### src/rtl/microwave_pkg.sv
// Shared state encodings for the microwave control blocks.
// IDLE: no time set | SET: time entered | RUN: heating | PAUSE: held | FINISH: alarm sounding
package microwave_pkg;

    typedef enum logic [2:0] {
        ST_IDLE   = 3'b000,
        ST_SET    = 3'b001,
        ST_RUN    = 3'b010,
        ST_PAUSE  = 3'b011,
        ST_FINISH = 3'b100
    } state_t;

endpackage

### src/rtl/microwave_tick_gen.sv
// One-second tick generator: counts enabled cycles and pulses tick on the
// last cycle of each second. The count holds while en is low, so a pause resumes mid-second.
module microwave_tick_gen #(
    parameter int CLK_HZ = 100_000_000
) (
    input  logic clk,
    input  logic reset,
    input  logic en,
    input  logic clr,
    output logic tick
);

    localparam int               CNT_W   = (CLK_HZ > 1) ? $clog2(CLK_HZ) : 1;
    localparam logic [CNT_W-1:0] CNT_MAX = CNT_W'(CLK_HZ - 1);

    logic [CNT_W-1:0] r_cnt;

    assign tick = en && (r_cnt == CNT_MAX);

    always_ff @(posedge clk or posedge reset) begin
        if (reset) begin
            r_cnt <= '0;
        end else if (clr) begin
            r_cnt <= '0;
        end else if (en) begin
            if (r_cnt == CNT_MAX) r_cnt <= '0;
            else                  r_cnt <= r_cnt + 1'b1;
        end
    end

endmodule

### src/rtl/microwave_timer_ctrl.sv
// Cook-time controller: button pulses set a saturating time, which counts down
// at 1 Hz with pause/resume, then a done pulse and a timed alarm.
module microwave_timer_ctrl
    import microwave_pkg::*;
#(
    parameter int CLK_HZ   = 100_000_000,
    parameter int TIME_W   = 14,
    parameter int STEP     = 30,
    parameter int MAX_TIME = 5970,
    parameter int ALARM_S  = 3
) (
    input  logic              clk,
    input  logic              reset,
    input  logic              btnU,
    input  logic              btnD,
    input  logic              btnC,
    input  logic              btnL,
    output logic [TIME_W-1:0] run_time,
    output logic [2:0]        state,
    output logic              heater_en,
    output logic              done,
    output logic              alarm
);

    localparam logic [TIME_W:0]   STEP_X     = (TIME_W + 1)'(STEP);
    localparam logic [TIME_W:0]   MAX_X      = (TIME_W + 1)'(MAX_TIME);
    localparam logic [TIME_W-1:0] STEP_T     = TIME_W'(STEP);
    localparam logic [TIME_W-1:0] MAX_T      = TIME_W'(MAX_TIME);
    localparam int                ALARM_W    = (ALARM_S > 1) ? $clog2(ALARM_S) : 1;
    localparam logic [ALARM_W-1:0] ALARM_LAST = ALARM_W'(ALARM_S - 1);

    state_t              r_state;
    logic [TIME_W-1:0]   r_run_time;
    logic                r_heater;
    logic                r_done;
    logic                r_alarm;
    logic [ALARM_W-1:0]  r_alarm_cnt;

    logic                w_tick;
    logic                w_tick_en;
    logic                w_tick_clr;
    logic [TIME_W:0]     w_sum;
    logic [TIME_W-1:0]   w_add;
    logic [TIME_W-1:0]   w_add_dec;
    logic [TIME_W-1:0]   w_sub;
    logic [TIME_W-1:0]   w_dec;
    logic                w_last;
    logic                w_any_btn;

    assign w_tick_en  = (r_state == ST_RUN) || (r_state == ST_FINISH);
    assign w_tick_clr = (r_state == ST_IDLE) || (r_state == ST_SET);

    microwave_tick_gen #(.CLK_HZ(CLK_HZ)) u_tick_gen (
        .clk   (clk),
        .reset (reset),
        .en    (w_tick_en),
        .clr   (w_tick_clr),
        .tick  (w_tick)
    );

    // One extra bit so the add can be clamped before it could wrap.
    assign w_sum     = {1'b0, r_run_time} + STEP_X;
    assign w_add     = (w_sum > MAX_X) ? MAX_T : w_sum[TIME_W-1:0];
    assign w_add_dec = w_add - 1'b1;
    assign w_sub     = (r_run_time > STEP_T) ? (r_run_time - STEP_T) : '0;
    assign w_dec     = r_run_time - 1'b1;
    assign w_last    = (r_run_time <= TIME_W'(1));
    assign w_any_btn = btnU || btnD || btnC || btnL;

    always_ff @(posedge clk or posedge reset) begin
        if (reset) begin
            r_state     <= ST_IDLE;
            r_run_time  <= '0;
            r_heater    <= 1'b0;
            r_done      <= 1'b0;
            r_alarm     <= 1'b0;
            r_alarm_cnt <= '0;
        end else begin
            r_done <= 1'b0;
            case (r_state)
                ST_IDLE: begin
                    r_run_time <= '0;
                    if (btnU && !btnC && !btnL) begin
                        r_state    <= ST_SET;
                        r_run_time <= STEP_T;
                    end
                end
                ST_SET, ST_PAUSE: begin
                    if (btnL) begin
                        r_state    <= ST_IDLE;
                        r_run_time <= '0;
                    end else if (btnC) begin
                        r_state  <= ST_RUN;
                        r_heater <= 1'b1;
                    end else if (btnU) begin
                        r_run_time <= w_add;
                    end else if (btnD) begin
                        r_run_time <= w_sub;
                        if (w_sub == '0) r_state <= ST_IDLE;
                    end
                end
                ST_RUN: begin
                    if (btnL) begin
                        r_state    <= ST_IDLE;
                        r_run_time <= '0;
                        r_heater   <= 1'b0;
                    end else if (btnU && !btnC) begin
                        r_run_time <= w_tick ? w_add_dec : w_add;
                    end else if (w_tick && w_last) begin
                        // Reaching zero beats a coincident pause request.
                        r_state     <= ST_FINISH;
                        r_run_time  <= '0;
                        r_heater    <= 1'b0;
                        r_alarm     <= 1'b1;
                        r_done      <= 1'b1;
                        r_alarm_cnt <= '0;
                    end else begin
                        if (w_tick) r_run_time <= w_dec;
                        if (btnC) begin
                            r_state  <= ST_PAUSE;
                            r_heater <= 1'b0;
                        end
                    end
                end
                ST_FINISH: begin
                    if (w_any_btn) begin
                        r_state <= ST_IDLE;
                        r_alarm <= 1'b0;
                    end else if (w_tick) begin
                        if (r_alarm_cnt == ALARM_LAST) begin
                            r_state <= ST_IDLE;
                            r_alarm <= 1'b0;
                        end else begin
                            r_alarm_cnt <= r_alarm_cnt + 1'b1;
                        end
                    end
                end
                default: begin
                    r_state    <= ST_IDLE;
                    r_run_time <= '0;
                    r_heater   <= 1'b0;
                    r_alarm    <= 1'b0;
                end
            endcase
        end
    end

    assign run_time  = r_run_time;
    assign state     = r_state;
    assign heater_en = r_heater;
    assign done      = r_done;
    assign alarm     = r_alarm;

endmodule

### config.mk
export PLATFORM = sky130hd
export DESIGN_NAME = microwave_timer_ctrl
export DESIGN_NICKNAME = d
export VERILOG_FILES = /design/src/rtl/microwave_pkg.sv /design/src/rtl/microwave_tick_gen.sv /design/src/rtl/microwave_timer_ctrl.sv
export SDC_FILE = /design/constraint.sdc
export NUM_CORES = 1
export LEC_CHECK = 0
export CAP_MARGIN = 5
export CORE_AREA = 2 2 93 95
export CTS_CLUSTER_DIAMETER = 100
export DETAILED_ROUTE_END_ITERATION = 7
export DIE_AREA = 0 0 95 97
export HOLD_SLACK_MARGIN = 0.15
export PLACE_DENSITY = 0.83
export SLEW_MARGIN = 20
export SYNTH_ARGS = -nofsm -noshare
export SYNTH_HDL_FRONTEND = slang
export SYNTH_SLANG_ARGS = --single-unit
### constraint.sdc
create_clock -name clk -period 8.13 [get_ports clk]
set_clock_uncertainty 0.15 [all_clocks]
set_input_delay 0.813 -clock clk [delete_from_list [all_inputs] [get_ports clk]]
set_output_delay 0.813 -clock clk [all_outputs]
set_load 0.01 [all_outputs]
# Yosys cells after proc, flatten, opt, wreduce, memory -nomap -nowiden
# Cells that the tools add are included.
# totals
ff_bits,49
latch_bits,0
mem_bits_rw,0
rom_bits,0
output_inout_bits,20
word_cells,122
mem_count,0
# classes
add_sub_neg,6
multipliers,0
div_mod_pow,0
n_lt_le_gt_ge,3
n_eq_ne,25
shifts,0
muxes,55
bitwise_logic,3
reduce_logical,23
# ops
op,n
14-bit two-way mux,11
27-bit two-way mux,3
14-bit one-hot mux with 4 select lines,1
3-bit two-way mux,13
14-bit by 1-bit subtractor with 14-bit output (second input constant),2
27-bit by 1-bit adder with 27-bit output (second input constant),1
27-bit == test (second input constant),1
1-bit two-way mux,16
4-bit inequality test (second input constant),4
14-bit by 5-bit adder with 15-bit output (second input constant),1
15-bit by 13-bit > comparator with 1-bit output (second input constant),1
14-bit by 5-bit > comparator with 1-bit output (second input constant),1
14-bit by 1-bit less-or-equal comparator with 1-bit output (second input constant),1
14-bit zero test,1
2-bit inequality test (second input constant),7
14-bit by 5-bit subtractor with 14-bit output (second input constant),1
2-bit two-way mux,6
3-bit one-hot mux with 4 select lines,1
3-bit inequality test (second input constant),3
8-bit AND reduction,1
7-bit AND reduction,1
3-bit by 2-bit == test with 1-bit output (second input constant),2
1-bit one-hot mux with 3 select lines,2
6-bit AND reduction,1
20 further kinds,33

# Longest topological paths before layout
# Gate-level depths: netlist (run 1).
# depth
ltp_word,9
ltp_mapped,20
ltp_nobuf,16

# Cells and area by module
# From an unflattened synthesis (run 1), not the netlist that was laid out.
# unflattened
hier_cells,632
area_unflattened_um2,4789.6
# by_module_without_submodules
module,n_inst,cells_each,area_each_um2
microwave_timer_ctrl,1,463,3170.5
microwave_tick_gen,1,169,1619.1

# Worst setup path after synthesis (run 1)
# Ideal clock, no wire load.
# synth_timing
path_type,register to register
from,register r_run_time[1] (netlist: run_time[1])
to,register r_run_time[6] (netlist: run_time[6])
setup_time_ps,120
arrival_time_ps,3657
path_slack_ps,4202
path_stages_with_launch,20
path_cell_list,dfrtp_1 -> buf_6 -> inv_1 -> ha_1 -> buf_2 -> or3b_1 -> buf_4 -> o21ai_0 -> and3_1 -> o22ai_1 -> a21oi_1 -> o21ai_4 -> buf_2 -> nand2_1 -> ha_1 -> nand3_1 -> nor2_1 -> nor4b_1 -> o221ai_1 -> a31o_2
# synth_via
elab_chain_cells,8
word_cells_on_any_way,22
cone_classes,4 x add/sub; 3 x order compare; 1 x eq/ne; 12 x mux; 2 x reduce/logical
# synth_rtl
item,line,text
from (decl),microwave_timer_ctrl.sv:33,logic [TIME_W-1:0] r_run_time;
from (signal assigned),microwave_timer_ctrl.sv:96,r_run_time <= w_add;
from (signal assigned),microwave_timer_ctrl.sv:98,r_run_time <= w_sub;
from (signal assigned),microwave_timer_ctrl.sv:108,r_run_time <= w_tick ? w_add_dec : w_add;
14-bit by 5-bit adder with 15-bit output,microwave_timer_ctrl.sv:62,"assign w_sum = {1'b0, r_run_time} + STEP_X;"
15-bit by 13-bit > comparator with 1-bit output,microwave_timer_ctrl.sv:63,assign w_add = (w_sum > MAX_X) ? MAX_T : w_sum[TIME_W-1:0];
14-bit two-way mux,microwave_timer_ctrl.sv:63,
14-bit by 1-bit subtractor with 14-bit output,microwave_timer_ctrl.sv:64,assign w_add_dec = w_add - 1'b1;
14-bit two-way mux,microwave_timer_ctrl.sv:108,
14-bit two-way mux,microwave_timer_ctrl.sv:107,end else if (btnU && !btnC) begin
14-bit two-way mux,microwave_timer_ctrl.sv:103,if (btnL) begin
14-bit one-hot mux with 4 select lines,microwave_timer_ctrl.sv:80,case (r_state)
# Several ways; a longest one is shown, not always the timed one. The select of a mux whose other input is x is not followed.
# A chain may end at the register's enable or synchronous reset.

# Final worst setup path (run 1)
# Same ends and word-level chain as after synthesis.

==> impl_metrics.ini, run 1 <==
[synth]
ys_top_cells_by_count = nor2_1, nand2_1, dfrtp_1
synth_top_area_share_pct = 27.0
async_flop_share_pct = 100
postSynthAreaPerCell_um2 = 7.62
synth_cell_types = 76
seq_area_frac_synth_pct = 27.0
synth_most_common_cell = nor2_1
synth_area_leader_cell = dfrtp_1
synth_nets = 611
postSynthCellCount = 597
synth_seq_cells = 49
yosysWarnings = 0
syn_area_um2 = 4550
synthTopCellsByArea = dfrtp_1, xnor2_1, o21ai_0, nor2_1, nand2_1
yosys_most_used_dff = dfrtp_1
synth_edf_count = 0

[timing]
worst_hold_slack_ns = 0.348
maxSlewViolCount = 0
tightest_slew_ns = 0.934
finalCriticalPeriod_ns = 4.86
fmax_ghz = 0.206
final-hold-violation-count = 0
layout_setup_ws_ns = 3.27
relSlewSlack_pct = 37.7
setup_violations = 0
rsz0062_at_grt = no
fin_setup_tns_ns = 0
fin_crit_sh_pct = 59.7

[cts]
cts_tree = yes
cts_setup_buffers = 0
cts_root_buffer = clkbuf_8
clkTransAtPathRegs_ns = 0.12
cts_num_sinks = 49
cts_resized = 0
numCtsBuffers = 5
cts-root-to-sink-buffers = 2
ctsHoldBuffers = 0
insertion_delay_ns = 0.32
htreeDepth = 2

[cells_and_area]
nNetsFinal = 604
antenna_cells = 0
finalCoreUtilization_pct = 59.7
nFillCells = 733
final_layout_size_suffix_gt1_share_pct = 5.75
fin_cells = 696
fin_area_um2 = 4860
area_growth_pct = 6.80
regArea_um2 = 1230
multiInputGateArea_um2 = 3050

[status]
status = completed

[worst_setup_path]
cp.arrival_ns = 4.93
path_buf_inv = 1
crit_type = flip-flop to flip-flop
cp_max_fo = 18
cp-start-kind = flip-flop
path_delay_family = simple AND/OR/NAND/NOR gates
max_stage_delay_ns = 0.57
crit_top_cell = ha_1
cp_data_required_time_ns = 8.21
worstSetupEndpointType = flip-flop
path_cells = inv_1, ha_1, nor3b_4, nor3_1, and3_1, o221ai_2, o21ai_1, o21ai_4, and2_1, ha_1, nand3_1, nor2_1, nor4b_1, o221ai_1, a31o_2
slowest_stage = dfrtp_1

[grt]
grt_first_pass_wirelength_um = 21500
grt_use_total_pct = 29.4
grt_pass1_vias = 4149
grt_max_degree = 50
grt-ovfl-total = 0
grt_antenna_before_repair = 0

[routing]
firstDrtPassIters = 6
num_vias = 4648
drt_iter0_markers = 564
drc = 0
ant_nets = 0
viasPerCell = 6.68
routed_wl_um = 13500
routedWlPerCell_um = 19.4

[placed_design]
portBuffers = 25
placedInstanceArea_um2 = 4750
pre_cts_slack_ns = 3.39
dp_cells = 688
gp_congestion = 1.04
dp_hpwl_um = 9540

[die]
dieHeight_um = 97
start_util_pct = 55.9
core_area_um2 = 8130
placementRows = 33
fp.dieW_um = 95
io_pins = 26
die_area_um2 = 9220

[power_and_ir_drop]
p_total_mw = 1.49
ir_drop_mv = 0.120
powerDensity_nw_per_um2 = 306
p_leak_nw = 1.83

[hold_path]
hold_path.class = flip-flop to flip-flop

[run]
max_cap_violations = 0
per-layer routing:
metal / wire (um) / GRT usage (%) / vias up / part of all wire, %
li1: - / - / 2141 / -
met3: 1150 / 5.06 / 50 / 8.5
met1: 5600 / 40.4 / 2200 / 41
met2: 6290 / 45.7 / 257 / 46
met5: 0 / 0 / - / 0
met4: 496 / 11.9 / 0 / 3.7
where the power goes:
| group | switching [mW] | total [mW] | internal (mW) | leakage, nW |
|---|---|---|---|---|
| Clock | 0.0974 | 0.168 | 0.0710 | 0.0518 |
| Combinational | 0.534 | 0.912 | 0.377 | 1.11 |
| Sequential | 0.131 | 0.406 | 0.275 | 0.669 |
registers in the layout, summed over array words and instances (netlist names):
register / count
heater_en: 1
alarm: 1
run_time: 14
state: 3
r_alarm_cnt: 2
done: 1
u_tick_gen.r_cnt: 27
placed cells by master (no fill, tap or decap), types with 5 or more instances in the layout:
cell type	Yosys	layout
inv_1	15	14
nor4_1	5	5
nand3_1	28	28
nand2b_1	6	6
dfrtp_1	49	49
nor2b_1	5	5
a21o_1	5	5
xnor2_1	34	34
xor2_1	24	24
or3_1	6	6
nor3_1	24	24
nand3b_1	8	8
buf_4	5	5
nor4b_1	5	5
nor3b_1	5	5
nand4_1	20	20
and3_1	9	9
nor2_1	63	63
clkbuf_8	0	6
a21oi_1	35	35
o21ai_0	48	48
clkdlybuf4s50_1	0	25
nand2_1	60	60
ha_1	8	8
kinds of logic (layout without fill, tap and decap cells):
| family | count (synthesis) | in the layout | synth area share [%] |
|---|---|---|---|
| and+or+nand+nor | 277 | 277 | 32.7 |
| AOI/OAI and AO/OA | 142 | 142 | 20.1 |
| adders and majority gates | 8 | 8 | 2.20 |
| buffers and inverters | 59 | 53 | 5.97 |
| muxes | 4 | 4 | 0.908 |
| xor gates and xnor gates | 58 | 58 | 11.2 |
| DFF | 49 | 49 | 27.0 |
final cells by class:
type,instances,share of cell area [%]
repair buffers,30,5.93
multi-input cells,489,62.9
clock inverters,2,0.361
flip-flops and latches,49,25.3
inverters,15,1.19
clock buffers,6,1.70
well taps,105,2.71
tightest hold or removal path, cell delays in order, from the launching register on:
cell and delay, ns:
dfrtp_1 0.36, nand2_1 0.05, o21ai_0 0.06
final timing paths:
check | start | to | slack (ns) | depth (start not counted)
min in group asynchronous | reset | u_tick_gen.r_cnt[6] | 0.81 | 2
max in group asynchronous | reset | u_tick_gen.r_cnt[25] | 6.51 | 2
worst min register to register | r_alarm_cnt[1] | r_alarm_cnt[1] | 0.35 | 2
worst max-delay path | run_time[1] | run_time[6] | 3.27 | 15
worst min-delay path | r_alarm_cnt[1] | r_alarm_cnt[1] | 0.35 | 2
worst max register to register | run_time[1] | run_time[6] | 3.27 | 15
Power figures use the tool's default switching activity.
==> run 2, diff against run 1 <==
==> constraint.sdc (replaced) <==
create_clock -name clk -period 4.61 [get_ports clk]
set_clock_uncertainty 0.15 [all_clocks]
set_input_delay 0.461 -clock clk [delete_from_list [all_inputs] [get_ports clk]]
set_output_delay 0.461 -clock clk [all_outputs]
set_load 0.01 [all_outputs]
==> run 2 against run 1 <==
Net effect:
- the run now ends with design-rule violations left
- utilization up 1.7 points
- non-clock buffer count is 17 higher
- first-iteration DRC count is 11% lower
- power grew 86%
- hold slack got worse by 0.018 ns
- via count increased by 1.9%
- wire length is 3.9% higher
- clock power up 95%
- sequential share of layout area is 0.68 points lower
- global-route usage rose by 2.1 points
- setup slack got worse by 2.9 ns
- critical path type unchanged
- largest cell class unchanged
==> impl_metrics.ini, run 2 (synthesis results as in run 1) <==
[cells_and_area]
nNetsFinal = 621
largest_reg_flops = 27
final_common_cell = nor2_1
antenna_cells = 0
final_layout_size_suffix_gt1_share_pct = 8.06
layout_common_cells = nor2_1, nand2_1, dfrtp_1, o21ai_0, a21oi_1
top_register = u_tick_gen.r_cnt
area_growth_pct = 9.77

[grt]
grt_pass1_vias = 4402
grt_first_pass_wirelength_um = 23000
grt_antenna_before_repair = 0
grt_max_degree = 50
grt-ovfl-total = 0
grt_use_total_pct = 31.6

[die]
dieHeight_um = 97
start_util_pct = 55.9
fp.dieW_um = 95
io_pins = 26
core_area_um2 = 8130
placementRows = 33
die_area_um2 = 9220

[worst_setup_path]
cp.arrival_ns = 4.32
crit_start = run_time[2]
cp_max_fo = 18
crit_type = flip-flop to flip-flop
r2r_start = run_time[2]
cp-start-kind = flip-flop
worstSetupEndpointType = flip-flop
cp_data_required_time_ns = 4.67
reg2reg_slack_ns = 0.35

[cts]
cts-root-to-sink-buffers = 2
insertion_delay_ns = 0.32
numCtsBuffers = 5
ctsHoldBuffers = 0
cts_root_buffer = clkbuf_8
cts_num_sinks = 49
cts_setup_buffers = 0
cts_tree = yes
cts_resized = 0
clkTransAtPathRegs_ns = 0.10
htreeDepth = 2

[timing]
fin_crit_sh_pct = 92.4
maxSlewViolCount = 0
fmax_ghz = 0.235
finalCriticalPeriod_ns = 4.26
rsz0062_at_grt = no
setup_violations = 0
final-hold-violation-count = 0
layout_setup_ws_ns = 0.350
fin_setup_tns_ns = 0
tightest_slew_ns = 0.867
relSlewSlack_pct = 42.1
worst_hold_slack_ns = 0.330

[power_and_ir_drop]
ir_drop_mv = 0.235
powerDensity_nw_per_um2 = 553
p_leak_nw = 1.91

[hold_path]
hold_path.class = flip-flop to flip-flop
holdCritStartpoint = r_alarm_cnt[0]

[routing]
num_vias = 4734
routed_wl_um = 14100
ant_nets = 0
viasPerCell = 6.64
drc = 1
firstDrtPassIters = 8
drt_iter0_markers = 504
routedWlPerCell_um = 19.7

[placed_design]
gp_congestion = 1.05
dp_hpwl_um = 10100
portBuffers = 25
pre_cts_slack_ns = 0.427

[status]
status = finished with violations
violations = design-rule violations

[run]
max_cap_violations = 0
## run 2: worst max-delay path: stages (launching register included)
cell      delay, ns
dfrtp_1        0.49
inv_1          0.10
ha_1           0.18
buf_4          0.16
nor3b_4        0.18
nor3_1         0.34
nor3b_1        0.11
o221ai_2       0.23
o21ai_1        0.19
o21ai_4        0.50
and2_1         0.26
ha_1           0.21
nand3_1        0.15
nor2_1         0.20
nor4b_1        0.27
o221ai_1       0.16
a31o_2         0.27
## run 2: where the power goes
part / switching (mW) / internal (mW) / total (mW)
Clock: 0.164 / 0.163 / 0.327
Combinational: 1.07 / 0.727 / 1.80
Sequential: 0.147 / 0.487 / 0.634
## run 2: final timing paths
check	endpoint	depth (start not counted)
max	run_time[6]	16
min	r_alarm_cnt[0]	2
max reg2reg	run_time[6]	16
min reg2reg	r_alarm_cnt[0]	2
max in group asynchronous	u_tick_gen.r_cnt[19]	2
min in group asynchronous	run_time[13]	2
## run 2: layout make-up
cell class	count	area, um^2
inverters	15	57.6
well taps	105	131
clock buffers	6	72.6
repair buffers	47	415
flip-flops and latches	49	1230
fillers	729	3140
multi-input cells	489	3050
clock inverters	2	38.8
## run 2: layer usage
layer | track usage [%] | wire, um
met1 | 43.2 | 5660
met2 | 50.4 | 6680
met3 | 4.83 | 1270
met4 | 11.1 | 459
met5 | 0 | 0
## run 2: through the flow
stage               cells  util (%)  cell area [um^2]  total power [mW]
floorplan             597         -              4550              1.89
global placement      705      60.0              4880              2.35
detailed placement    705      60.0              4880              2.37
CTS                   713      61.3              4990              2.71
global route          713      61.4              4990              2.93
finish                713      61.4              4990              2.76
==> run 3, diff against run 2 <==
--- a/config.mk
+++ b/config.mk
@@ -6,12 +6,14 @@
 export NUM_CORES = 1
 export LEC_CHECK = 0
 export CAP_MARGIN = 5
-export CORE_AREA = 2 2 93 95
+export CELL_PAD_IN_SITES_DETAIL_PLACEMENT = 1
+export CELL_PAD_IN_SITES_GLOBAL_PLACEMENT = 2
+export CORE_AREA = 2 2 116 118
 export CTS_CLUSTER_DIAMETER = 100
 export DETAILED_ROUTE_END_ITERATION = 7
-export DIE_AREA = 0 0 95 97
+export DIE_AREA = 0 0 118 120
 export HOLD_SLACK_MARGIN = 0.15
-export PLACE_DENSITY = 0.83
+export PLACE_DENSITY = 0.88
 export SLEW_MARGIN = 20
 export SYNTH_ARGS = -nofsm -noshare
 export SYNTH_HDL_FRONTEND = slang
==> run 3 against run 2 <==
Net effect:
- final cell count is 11% higher
- die area is 54% higher
- clock-buffer cell count is 1 lower
- hold slack worse by 0.065 ns
- critical path depth stayed put
- first-iteration DRC count is 42% lower
- sequential power is 4.9% lower
- sequential cell count stayed put
- clock power is 20% higher
- via count is 2.6% lower
- utilization is 22 points lower
- the run now ends clean
- wire length is 11% higher
==> impl_metrics.ini, run 3 (synthesis results as in run 1) <==
[worst_setup_path]
cp_max_fo = 9
cp-start-kind = flip-flop
worst_r2r_path_depth = 16
cp.arrival_ns = 4.11
worstSetupEndpointType = flip-flop
cp_data_required_time_ns = 4.65
crit_type = flip-flop to flip-flop

[timing]
relSlewSlack_pct = 43.5
final-hold-violation-count = 0
rsz0062_at_grt = no
maxSlewViolCount = 0
finalCriticalPeriod_ns = 4.07
fin_setup_tns_ns = 0
setup_violations = 0
tightest_slew_ns = 0.841
worst_hold_slack_ns = 0.265
layout_setup_ws_ns = 0.538
fin_crit_sh_pct = 88.3
fmax_ghz = 0.246

[grt]
grt-ovfl-total = 0
grt_max_degree = 40
grt_first_pass_wirelength_um = 25800
grt_use_total_pct = 22.8
grt_antenna_before_repair = 0
grt_pass1_vias = 4835

[die]
start_util_pct = 35.0
fp.dieW_um = 118
dieHeight_um = 120
placementRows = 42
io_pins = 26
core_area_um2 = 13000
die_area_um2 = 14200

[placed_design]
gp_congestion = 0.936
placedInstanceArea_um2 = 5000
pre_cts_slack_ns = 0.425
portBuffers = 25
dp_hpwl_um = 11900

[cells_and_area]
area_growth_pct = 13.6
finalCoreUtilization_pct = 39.8
largest_reg_flops = 27
nNetsFinal = 627
top_register = u_tick_gen.r_cnt
layout_common_cells = nor2_1, nand2_1, dfrtp_1, o21ai_0, a21oi_1
final_layout_size_suffix_gt1_share_pct = 9.12
final_common_cell = nor2_1
fin_area_um2 = 5170
antenna_cells = 0

[routing]
num_vias = 4611
firstDrtPassIters = 5
drc = 0
routedWlPerCell_um = 19.9
ant_nets = 0
drt_iter0_markers = 292
viasPerCell = 5.84
routed_wl_um = 15700

[run]
max_cap_violations = 0

[hold_path]
hold_path.class = input port to asynchronous set/reset pin

[cts]
cts_root_buffer = clkbuf_16
cts_num_sinks = 49
cts_tree = yes
numCtsBuffers = 5
htreeDepth = 2
clkTransAtPathRegs_ns = 0.07
cts-root-to-sink-buffers = 2
insertion_delay_ns = 0.30

[power_and_ir_drop]
ir_drop_mv = 0.213
powerDensity_nw_per_um2 = 559
p_leak_nw = 1.97

[status]
status = completed
[run 3: cell count changes in the layout (fill, tap and decap cells not counted), sizes merged]
| cell | delta |
|---|---|
| clkbuf | -1 |
| buf | +6 |
| inv | +3 |
| clkinv | -1 |
| bufinv | -1 |
[run 3: per-stage QoR]
stage               power [mW]  std cells
floorplan                 1.89        597
global placement          2.42        780
detailed placement        2.46        780
CTS                       2.87        788
global route              3.09        790
finish                    2.89        790
[run 3: timing repair]
action                                  4_1_cts  5_1_grt
hold buffers                                  0        0
buffers inserted                              0        2
endpoints found under the hold margin         0        0
resized for setup                             0        0
endpoints found under the setup margin        0        2
[run 3: report_power, final]
group          internal, mW  switching [mW]
logic                 0.755            1.14
clock network         0.208           0.186
registers             0.487           0.116
[run 3: layout make-up]
type | instances | area (um^2)
well taps | 176 | 220
multi-input cells | 489 | 3050
repair buffers | 53 | 460
flip-flops and latches | 49 | 1230
clock inverters | 3 | 28.8
inverters | 15 | 56.3
fillers | 1635 | 7810
clock buffers | 5 | 125
[run 3: worst paths after layout]
path / slack [ns] / startpoint / to
worst min register to register: 0.33 / r_alarm_cnt[0] / r_alarm_cnt[0]
max in group asynchronous: 3.25 / reset / run_time[13]
worst max-delay path: 0.54 / run_time[1] / run_time[6]
min in group clk: 0.33 / r_alarm_cnt[0] / r_alarm_cnt[0]
worst max register to register: 0.54 / run_time[1] / run_time[6]
worst min-delay path: 0.26 / reset / run_time[3]
[run 3: worst max-delay path, cell delays in order (launching register included)]
cell and delay (ns):
dfrtp_1 0.38, inv_1 0.08, ha_1 0.17, buf_4 0.16
or3b_1 0.57, o21ai_2 0.19, a32o_2 0.16, o221ai_2 0.10
or3_4 0.41, o21ai_4 0.10, and2_1 0.21, ha_1 0.21
nand3_1 0.18, nor2_1 0.22, nor4b_1 0.26, o221ai_1 0.15
a31o_2 0.26
[run 3: per-layer routing]
| metal | part of all wire [%] | track usage [%] |
|---|---|---|
| met5 | 0 | 0 |
| met2 | 50 | 40.2 |
| met1 | 42 | 28.2 |
| met3 | 5.4 | 3.47 |
| met4 | 3.0 | 8.13 |
